**config.mk**
```make
export PLATFORM = sky130hd
export DESIGN_NAME = peak_event_capture_flat
export DESIGN_NICKNAME = d
export VERILOG_FILES = /design/src/rtl/peak_evt_pkg.sv /design/src/rtl/peak_evt_if.sv /design/src/rtl/peak_evt_fifo.sv /design/src/rtl/peak_event_capture.sv /design/src/flat_wrapper.sv
export SDC_FILE = /design/constraint.sdc
export NUM_CORES = 2
export LEC_CHECK = 0
export CORE_MARGIN = 3
export CORE_UTILIZATION = 58
export CTS_BUF_LIST = sky130_fd_sc_hd__clkbuf_4
export DETAILED_ROUTE_END_ITERATION = 16
export PLACE_DENSITY_LB_ADDON = 0.15
export SYNTH_ARGS = -nofsm -noshare
export SYNTH_HDL_FRONTEND = slang
export SYNTH_SLANG_ARGS = --single-unit
```
**constraint.sdc**
```tcl
create_clock -name clk -period 10 [get_ports clk]
set_input_delay 2 -clock clk [delete_from_list [all_inputs] [get_ports clk]]
set_output_delay 2 -clock clk [all_outputs]
set_load 0.02 [all_outputs]
```
**src/rtl/peak_evt_pkg.sv**
```systemverilog
// ---------------------------------------------------------------------------
// peak_evt_pkg
// Shared types for the peak event capture slice.
//   peak_state_t : debounce FSM states (IDLE / IN_PEAK / GAP)
//   peak_evt_t   : one completed event record, 97 bits, as stored in the FIFO
//   satWidth     : clamps a 17-bit width sum into the 16-bit record field
// ---------------------------------------------------------------------------
package peak_evt_pkg;

   typedef enum logic [1:0] {
      IDLE,
      IN_PEAK,
      GAP
   } peak_state_t;

   typedef struct packed {
      logic [31:0] evtTime;
      logic [15:0] width;
      logic [15:0] peak;
      logic [15:0] ofs;
      logic [15:0] base;
      logic        forced;
   } peak_evt_t;

   // A gap absorbed near the width limit can push the sum past 16 bits;
   // the record then reports the largest representable width.
   function automatic logic [15:0] satWidth(input logic [16:0] w);
      return w[16] ? 16'hFFFF : w[15:0];
   endfunction

endpackage

```
**src/rtl/peak_evt_if.sv**
```systemverilog
// ---------------------------------------------------------------------------
// peak_evt_if
// Valid/ready stream carrying completed peak event records to the host.
//   master : drives evt_valid and the evt_* record fields, samples evt_ready
//   slave  : samples the record, drives evt_ready
// ---------------------------------------------------------------------------
interface peak_evt_if;

   logic        evt_valid;
   logic        evt_ready;
   logic [31:0] evt_time;
   logic [15:0] evt_width;
   logic [15:0] evt_peak;
   logic [15:0] evt_peak_ofs;
   logic [15:0] evt_base;
   logic        evt_forced;

   modport master (
      output evt_valid,
      output evt_time,
      output evt_width,
      output evt_peak,
      output evt_peak_ofs,
      output evt_base,
      output evt_forced,
      input  evt_ready
   );

   modport slave (
      input  evt_valid,
      input  evt_time,
      input  evt_width,
      input  evt_peak,
      input  evt_peak_ofs,
      input  evt_base,
      input  evt_forced,
      output evt_ready
   );

endinterface

```
**src/rtl/peak_evt_fifo.sv**
```systemverilog
// ---------------------------------------------------------------------------
// peak_evt_fifo
// Synchronous FIFO of peak_evt_t records with a registered head output.
//   clk, rst : clock, synchronous active-low reset
//   push     : write wdata; ignored when full unless a pop happens this edge
//   pop      : drop the head record; ignored when empty
//   wdata    : record to write
//   rdata    : head record, held in its own register
//   full     : DEPTH records queued
//   empty    : no record queued
//   count    : records queued
// ---------------------------------------------------------------------------
module peak_evt_fifo
   import peak_evt_pkg::*;
#(
   parameter int DEPTH = 16
) (
   input  logic                   clk,
   input  logic                   rst,
   input  logic                   push,
   input  logic                   pop,
   input  peak_evt_t              wdata,
   output peak_evt_t              rdata,
   output logic                   full,
   output logic                   empty,
   output logic [$clog2(DEPTH):0] count
);

   localparam int AW = $clog2(DEPTH);

   peak_evt_t       r_mem [DEPTH];
   peak_evt_t       r_head;
   peak_evt_t       w_headNext;
   logic [AW-1:0]   r_rdPtr;
   logic [AW-1:0]   r_wrPtr;
   logic [AW-1:0]   w_rdPtrNext;
   logic [AW:0]     r_count;
   logic [AW:0]     w_remain;
   logic            w_doPush;
   logic            w_doPop;

   // Qualify the handshakes and work out what the head register shows after
   // this edge. When only the incoming record will be left, it bypasses the
   // array straight into the head; otherwise the head is the entry at the
   // (possibly advanced) read pointer. A push into a full FIFO is accepted
   // when a pop frees the slot on the same edge.
   always_comb begin
      w_doPop     = pop && (r_count != '0);
      w_doPush    = push && ((r_count != (AW+1)'(DEPTH)) || w_doPop);
      w_rdPtrNext = r_rdPtr + AW'(w_doPop);
      w_remain    = r_count - (AW+1)'(w_doPop);
      w_headNext  = r_head;
      if (w_remain != '0) begin
         w_headNext = r_mem[w_rdPtrNext];
      end else if (w_doPush) begin
         w_headNext = wdata;
      end
   end

   // Record storage; its contents only matter under the count, so no reset.
   always_ff @(posedge clk) begin
      if (rst && w_doPush) begin
         r_mem[r_wrPtr] <= wdata;
      end
   end

   // Pointers, occupancy and the head register.
   always_ff @(posedge clk) begin
      if (!rst) begin
         r_rdPtr <= '0;
         r_wrPtr <= '0;
         r_count <= '0;
         r_head  <= '0;
      end else begin
         r_rdPtr <= w_rdPtrNext;
         r_head  <= w_headNext;
         if (w_doPush) begin
            r_wrPtr <= r_wrPtr + AW'(1);
         end
         case ({w_doPush, w_doPop})
            2'b10:   r_count <= r_count + (AW+1)'(1);
            2'b01:   r_count <= r_count - (AW+1)'(1);
            default: r_count <= r_count;
         endcase
      end
   end

   assign rdata = r_head;
   assign full  = (r_count == (AW+1)'(DEPTH));
   assign empty = (r_count == '0);
   assign count = r_count;

endmodule

```
**src/rtl/peak_event_capture.sv**
```systemverilog
// ---------------------------------------------------------------------------
// peak_event_capture
// Debounces the detector's peak flag into discrete events, measures each one
// (start index, width, signed maximum and its offset, baseline at onset) and
// queues completed records for a valid/ready consumer.
//   clk, rst         : clock, synchronous active-low reset
//   en               : sample strobe; all measurement work happens on en
//   sample           : raw sample, signed Q8.8
//   filtered_value   : detector mean, captured as the event baseline
//   peak_in          : detector peak flag
//   evt              : record stream (master side)
//   fifo_count       : records queued
//   drop_count       : records lost to a full queue, saturating
// ---------------------------------------------------------------------------
module peak_event_capture
   import peak_evt_pkg::*;
#(
   parameter int DEPTH     = 16,
   parameter int MIN_GAP   = 2,
   parameter int MAX_WIDTH = 1024
) (
   input  logic                   clk,
   input  logic                   rst,
   input  logic                   en,
   input  logic [15:0]            sample,
   input  logic [15:0]            filtered_value,
   input  logic                   peak_in,
   peak_evt_if.master             evt,
   output logic [$clog2(DEPTH):0] fifo_count,
   output logic [15:0]            drop_count
);

   peak_state_t r_state;
   peak_state_t w_nextState;
   logic [31:0] r_ts;
   logic [31:0] r_start;
   logic [15:0] r_width;
   logic [15:0] r_peak;
   logic [15:0] r_ofs;
   logic [15:0] r_base;
   logic [3:0]  r_gap;
   logic [15:0] r_drop;

   logic        w_startNew;
   logic [16:0] w_widthNext;
   logic [4:0]  w_gapInc;
   logic        w_higher;
   logic [31:0] w_startNext;
   logic [15:0] w_peakNext;
   logic [15:0] w_ofsNext;
   logic [15:0] w_baseNext;
   logic        w_forceClose;
   logic        w_gapClose;
   logic        w_push;
   logic        w_pop;
   logic        w_full;
   logic        w_empty;
   peak_evt_t   w_rec;
   peak_evt_t   w_head;

   // State register.
   always_ff @(posedge clk) begin
      if (!rst) begin
         r_state <= IDLE;
      end else begin
         r_state <= w_nextState;
      end
   end

   // Next state. Any flagged sample lands in IN_PEAK: either it extends the
   // open event, or the event was just force-closed and IN_PEAK with zero
   // width waits for the next flagged sample to open a fresh one.
   always_comb begin
      w_nextState = r_state;
      if (en) begin
         if (peak_in) begin
            w_nextState = IN_PEAK;
         end else begin
            case (r_state)
               IDLE:    w_nextState = IDLE;
               IN_PEAK: w_nextState = ((r_width == 16'd0) || (MIN_GAP == 1)) ? IDLE : GAP;
               GAP:     w_nextState = (w_gapInc >= 5'(MIN_GAP)) ? IDLE : GAP;
               default: w_nextState = IDLE;
            endcase
         end
      end
   end

   // Outputs of the FSM: the measurement values this sample would produce,
   // the two ways an event closes, and the record pushed on close. A gap
   // sample that is followed by more peak is folded into the width, so the
   // offset of a new maximum is always the new width minus one.
   always_comb begin
      w_startNew  = (r_state == IDLE) || ((r_state == IN_PEAK) && (r_width == 16'd0));
      w_gapInc    = {1'b0, r_gap} + 5'd1;
      w_widthNext = 17'd1;
      if (!w_startNew) begin
         if (r_state == GAP) begin
            w_widthNext = {1'b0, r_width} + {13'd0, r_gap} + 17'd1;
         end else begin
            w_widthNext = {1'b0, r_width} + 17'd1;
         end
      end
      w_higher    = $signed(sample) > $signed(r_peak);
      w_startNext = w_startNew ? r_ts : r_start;
      w_baseNext  = w_startNew ? filtered_value : r_base;
      w_peakNext  = (w_startNew || w_higher) ? sample : r_peak;
      w_ofsNext   = r_ofs;
      if (w_startNew) begin
         w_ofsNext = 16'd0;
      end else if (w_higher) begin
         w_ofsNext = w_widthNext[15:0] - 16'd1;
      end

      w_forceClose = en && peak_in && (w_widthNext >= 17'(MAX_WIDTH));
      w_gapClose   = en && !peak_in &&
                     (((r_state == IN_PEAK) && (r_width != 16'd0) && (MIN_GAP == 1)) ||
                      ((r_state == GAP) && (w_gapInc >= 5'(MIN_GAP))));
      w_push       = w_forceClose || w_gapClose;

      w_rec = '0;
      if (w_forceClose) begin
         w_rec.evtTime = w_startNext;
         w_rec.width   = satWidth(w_widthNext);
         w_rec.peak    = w_peakNext;
         w_rec.ofs     = w_ofsNext;
         w_rec.base    = w_baseNext;
         w_rec.forced  = 1'b1;
      end else begin
         w_rec.evtTime = r_start;
         w_rec.width   = r_width;
         w_rec.peak    = r_peak;
         w_rec.ofs     = r_ofs;
         w_rec.base    = r_base;
         w_rec.forced  = 1'b0;
      end
   end

   // Sample counter and measurement registers. A force-close parks the width
   // at zero so the following flagged sample restarts the measurements.
   always_ff @(posedge clk) begin
      if (!rst) begin
         r_ts    <= '0;
         r_start <= '0;
         r_width <= '0;
         r_peak  <= '0;
         r_ofs   <= '0;
         r_base  <= '0;
         r_gap   <= '0;
      end else if (en) begin
         r_ts <= r_ts + 32'd1;
         if (peak_in) begin
            r_gap <= 4'd0;
            if (w_forceClose) begin
               r_width <= 16'd0;
            end else begin
               r_start <= w_startNext;
               r_width <= w_widthNext[15:0];
               r_peak  <= w_peakNext;
               r_ofs   <= w_ofsNext;
               r_base  <= w_baseNext;
            end
         end else if (r_state == IN_PEAK) begin
            r_gap <= 4'd1;
         end else if (r_state == GAP) begin
            r_gap <= w_gapInc[3:0];
         end
      end
   end

   // A record is lost only when the queue is full and nothing leaves it on
   // the same edge.
   always_ff @(posedge clk) begin
      if (!rst) begin
         r_drop <= '0;
      end else if (w_push && w_full && !w_pop && (r_drop != 16'hFFFF)) begin
         r_drop <= r_drop + 16'd1;
      end
   end

   assign w_pop = evt.evt_ready && !w_empty;

   peak_evt_fifo #(
      .DEPTH (DEPTH)
   ) u_fifo (
      .clk   (clk),
      .rst   (rst),
      .push  (w_push),
      .pop   (evt.evt_ready),
      .wdata (w_rec),
      .rdata (w_head),
      .full  (w_full),
      .empty (w_empty),
      .count (fifo_count)
   );

   assign evt.evt_valid    = !w_empty;
   assign evt.evt_time     = w_head.evtTime;
   assign evt.evt_width    = w_head.width;
   assign evt.evt_peak     = w_head.peak;
   assign evt.evt_peak_ofs = w_head.ofs;
   assign evt.evt_base     = w_head.base;
   assign evt.evt_forced   = w_head.forced;
   assign drop_count       = r_drop;

endmodule

```
**src/flat_wrapper.sv**
```systemverilog
// flat-port wrapper written by rule: the top's interface ports become plain ports
module peak_event_capture_flat import peak_evt_pkg::*;
#(
   parameter int DEPTH     = 16,
   parameter int MIN_GAP   = 2,
   parameter int MAX_WIDTH = 1024
)
  (clk, rst, en, sample, filtered_value, peak_in, fifo_count, drop_count, evt_evt_valid, evt_evt_time, evt_evt_width, evt_evt_peak, evt_evt_peak_ofs, evt_evt_base, evt_evt_forced, evt_evt_ready);
  peak_evt_if evt_i ();
  input  logic clk;
  input  logic rst;
  input  logic en;
  input  logic [15:0] sample;
  input  logic [15:0] filtered_value;
  input  logic peak_in;
  output logic [$clog2(DEPTH):0] fifo_count;
  output logic [15:0] drop_count;
  output wire logic [$bits(evt_i.evt_valid)-1:0] evt_evt_valid;
  output wire logic [$bits(evt_i.evt_time)-1:0] evt_evt_time;
  output wire logic [$bits(evt_i.evt_width)-1:0] evt_evt_width;
  output wire logic [$bits(evt_i.evt_peak)-1:0] evt_evt_peak;
  output wire logic [$bits(evt_i.evt_peak_ofs)-1:0] evt_evt_peak_ofs;
  output wire logic [$bits(evt_i.evt_base)-1:0] evt_evt_base;
  output wire logic [$bits(evt_i.evt_forced)-1:0] evt_evt_forced;
  input wire logic [$bits(evt_i.evt_ready)-1:0] evt_evt_ready;
  assign evt_evt_valid = evt_i.evt_valid;
  assign evt_evt_time = evt_i.evt_time;
  assign evt_evt_width = evt_i.evt_width;
  assign evt_evt_peak = evt_i.evt_peak;
  assign evt_evt_peak_ofs = evt_i.evt_peak_ofs;
  assign evt_evt_base = evt_i.evt_base;
  assign evt_evt_forced = evt_i.evt_forced;
  assign evt_i.evt_ready = evt_evt_ready;
  peak_event_capture #(.DEPTH(DEPTH), .MIN_GAP(MIN_GAP), .MAX_WIDTH(MAX_WIDTH)) u_core (.clk(clk), .rst(rst), .en(en), .sample(sample), .filtered_value(filtered_value), .peak_in(peak_in), .evt(evt_i), .fifo_count(fifo_count), .drop_count(drop_count));
endmodule
```
==> results by group <==
GRT
  – Global-route wire length before repair: between 200000 and 300000 um
  – Initial antenna violation count: 4
  – Pin count of the biggest net entering global routing: 130
  – Global route overflow: 0
  – Vias in the first global route: roughly 40000
  – GRT Overall Usage: 0.2679

STA
  – Setup_tns: 0 ps
  – FMAX: ~170 MHz
  – RSZ-0062 raised after global routing: false
  – Worst Max-Slew Pin Slew: 1373 ps
  – Tmin final: roughly 5800 ps
  – Setup Skew: 86.65 ps
  – Relative slew slack: 0.08457
  – Pins Over Slew Limit: 0
  – Crit share post-route: 0.5765
  – Fin. Hold Viols: 0
  – Endpoints failing setup: 0

Detailed routing
  – Drc violations: 0
  – DR pass1 iterations: 7
  – WL final: roughly 170000 um
  – Detail Route Antenna Nets: 0
  – Routed len/inst: between 20 and 30 um
  – Vias post-DR: slightly below 40000
  – Initial DRC Count: approximately 4000
  – Vias/cell: ~6

Clock network
  – CTS Sinks: 1812
  – Num CTS Buffers: around 460
  – # resized after CTS: 0
  – Clk buf depth: 4
  – Clk_lat worst skew: about 1300 ps
  – Cts hold-fix bufs: 0
  – H-tree levels: 5
  – Reg clk slew, reported paths: 70 ps
  – Clock root cell: clkbuf_4
  – CTS tree: done
  – Post-CTS setup buffers: 0

Floorplan
  – Initial Utilization: 0.5858
  – Std-Cell Rows: 128
  – Ports: ~160
  – Horiz. Die Dim: 357.3 um
  – Die Height: 357.3 um
  – Core ar.: roughly 120000 um^2
  – Die area: 127700 um^2

Setup path
  – Worst-path maximum fanout: 40
  – Crit path kind: flip-flop to flip-flop
  – WP buf/inv: 3
  – CP max stage delay: 860 ps
  – Crit-path cells: inv_1, ha_1, inv_1, fa_1, a21oi_1, o211a_1, nor3_1, o211a_1, o21ai_0, o21a_4, nand3_1, nor2_4, buf_4
  – Top delay family on crit path: compound AO/OA/AOI/OAI gates
  – Startpoint types: flip-flop
  – WP data arrival: about 6600 ps
  – CP required: roughly 11000 ps
  – CP endpoint kind: flip-flop
  – Slowest CP cell: nor2_4

Job
  – Max cap viols: 0

Logic synthesis
  – Top post-synthesis cells by count: 1552 x edfxtp_1, 461 x mux4_2, 387 x nand2_1
  – Area share of the largest cell type after synthesis: 0.6511
  – Primary FF master, synth: edfxtp_1
  – FF+latch count, synth: between 1500 and 2000
  – Seq/Total Area, Yosys: 0.7238
  – Synth warnings: 0
  – EDFF count, synth: around 1600
  – Post-synth top area cell: edfxtp_1
  – Synthesized area: approximately 72000 um^2
  – Netlist cell types: just over 80
  – Syn Inst Count: around 4000
  – Syn_nets: around 4100
  – Synthesized area per cell: approximately 18 um^2
  – Count leader, synth: edfxtp_1
  – Synth top area cells: edfxtp_1 65%, mux4_2 15%, dfxtp_1 7.3%, nand2_1 2.0%, nor2_1 1.3%
  – FFs w/ async S/R, synth: 0

Power and ir drop
  – Sequential Power Share: 0.430
  – Sw power: 5.880 mW
  – Clock Power Share: 0.307
  – Power Internal: around 14 mW
  – Peak supply drop: ~430 uV
  – P per Cell Area: around 250 nW/um^2
  – Cell leakage power: 26.47 nW
  – Switching share of power: 0.2970
  – Gate power share: 0.263

Cells and area
  – Post-layout util: 0.6610
  – Layout cells sized above 1: 0.2787
  – Post-Layout Cell Count: 6400
  – Final Cell Area: a little over 80000 um^2
  – Final #Nets: 4478
  – Area grow syn2layout: 12.84%

Place
  – DP Area: ~75000 um^2
  – GP Congestion: between 0.8 and 0.9
  – Post-DP HPWL: approximately 90000 um
  – Placed cells: around 5600
  – IO Port Bufs: 155

Min path
  – Worst hold path type: flip-flop to flip-flop

Status
  – Outcome: finished, final reports clean
-- worst min-delay path, delay by kind of cell, from the launching register on --
| family | cells | cell delay (ps) |
|---|---|---|
| AO/OA/AOI/OAI | 1 | 50 |
| AND/OR/NAND/NOR | 1 | 50 |
| flip-flops | 1 | 310 |
-- metal layers --
metal  track usage  vias up  wire [um]
li1              -    17001          -
met1        0.3869    20156      69660
met2        0.4158     1744      80210
met3       0.05920      222      13930
met4       0.08267        0       3233
met5             0        -          0
-- metrics by stage --
step	hold slack, ps	power, mW	worst slack [ps]
after floorplan	429.4	12.50	1871
after global routing	467.9	20.84	3971
after CTS	453.5	20.05	4197
after detailed placement	445.9	13.98	3333
final	451.2	19.80	4235
after global placement	437.3	13.96	3404
-- final cells by class --
cell class	instances	area, um^2
diodes	3	7.507
clock buffers	688	5165
clock inverters	144	611.8
fillers	8407	41430
inverters	39	153.9
multi-input cells	1858	18730
flip-flops and latches	1812	51810
well taps	1625	2033
repair buffers	231	2255
-- registers in the layout, summed over array words and instances, names as in the netlist --
| register | cells |
|---|---|
| u_core.u_fifo.r_mem | 1552 |
| u_core.u_fifo.r_wrPtr | 4 |
| u_core.r_base | 16 |
| u_core.u_fifo.count | 5 |
| u_core.r_state | 2 |
| u_core.r_ts | 32 |
| u_core.r_width | 16 |
| u_core.u_fifo.r_rdPtr | 4 |
| u_core.r_start | 32 |
| u_core.r_ofs | 16 |
| u_core.drop_count | 16 |
| u_core.r_gap | 4 |
| u_core.u_fifo.rdata | 97 |
| u_core.r_peak | 16 |
-- power by group through the flow --
stage                     clock [mW]  combinational, mW  sequential [mW]
after floorplan                    0               3.74             8.76
after global placement             0               5.27             8.69
after detailed placement           0               5.29             8.69
after CTS                       6.22               5.30             8.53
after global routing            6.64               5.66             8.53
final                           6.08               5.20             8.52
-- placed cells by master, fill, tap and decap left out, types with 18 or more instances in the layout --
cell type	synthesis	routed
clkbuf_4	0	688
o32ai_1	20	20
nand4_1	21	21
mux2i_1	25	25
buf_4	4	65
o21ai_0	68	68
nor3_1	27	23
mux2_2	27	27
nand2_1	387	387
ha_1	42	40
a311oi_1	50	50
xnor2_1	40	39
nor2_1	242	229
clkdlybuf4s50_1	0	154
edfxtp_1	1552	1552
clkinv_1	0	123
a31oi_1	20	18
inv_1	39	38
and3_1	19	18
mux4_2	461	461
nand3_1	53	51
xor2_1	35	33
dfxtp_1	260	260
a21oi_1	132	132
-- cell families after synthesis --
logic type | share of synthesized area
AO/OA/AOI/OAI | 0.03669
XOR/XNOR | 0.009177
adder cells (fa/ha/maj) | 0.007901
buffers and inverters | 0.01844
flip-flops | 0.7238
multiplexers | 0.1536
AND/OR/NAND/NOR | 0.05043
-- path summary, 6_finish.rpt --
kind | endpoint | cells past startpoint | slack (ps) | startpoint
worst max register to register | u_core.u_fifo.r_mem[4][39] | 13 | 4240 | u_core.r_width[0]
worst min register to register | u_core.r_ofs[5] | 2 | 450 | u_core.r_ofs[5]
worst min-delay path | u_core.r_ofs[5] | 2 | 450 | u_core.r_ofs[5]
worst max-delay path | u_core.u_fifo.r_mem[4][39] | 13 | 4240 | u_core.r_width[0]
Note: power is estimated with default switching activity, not from simulation.
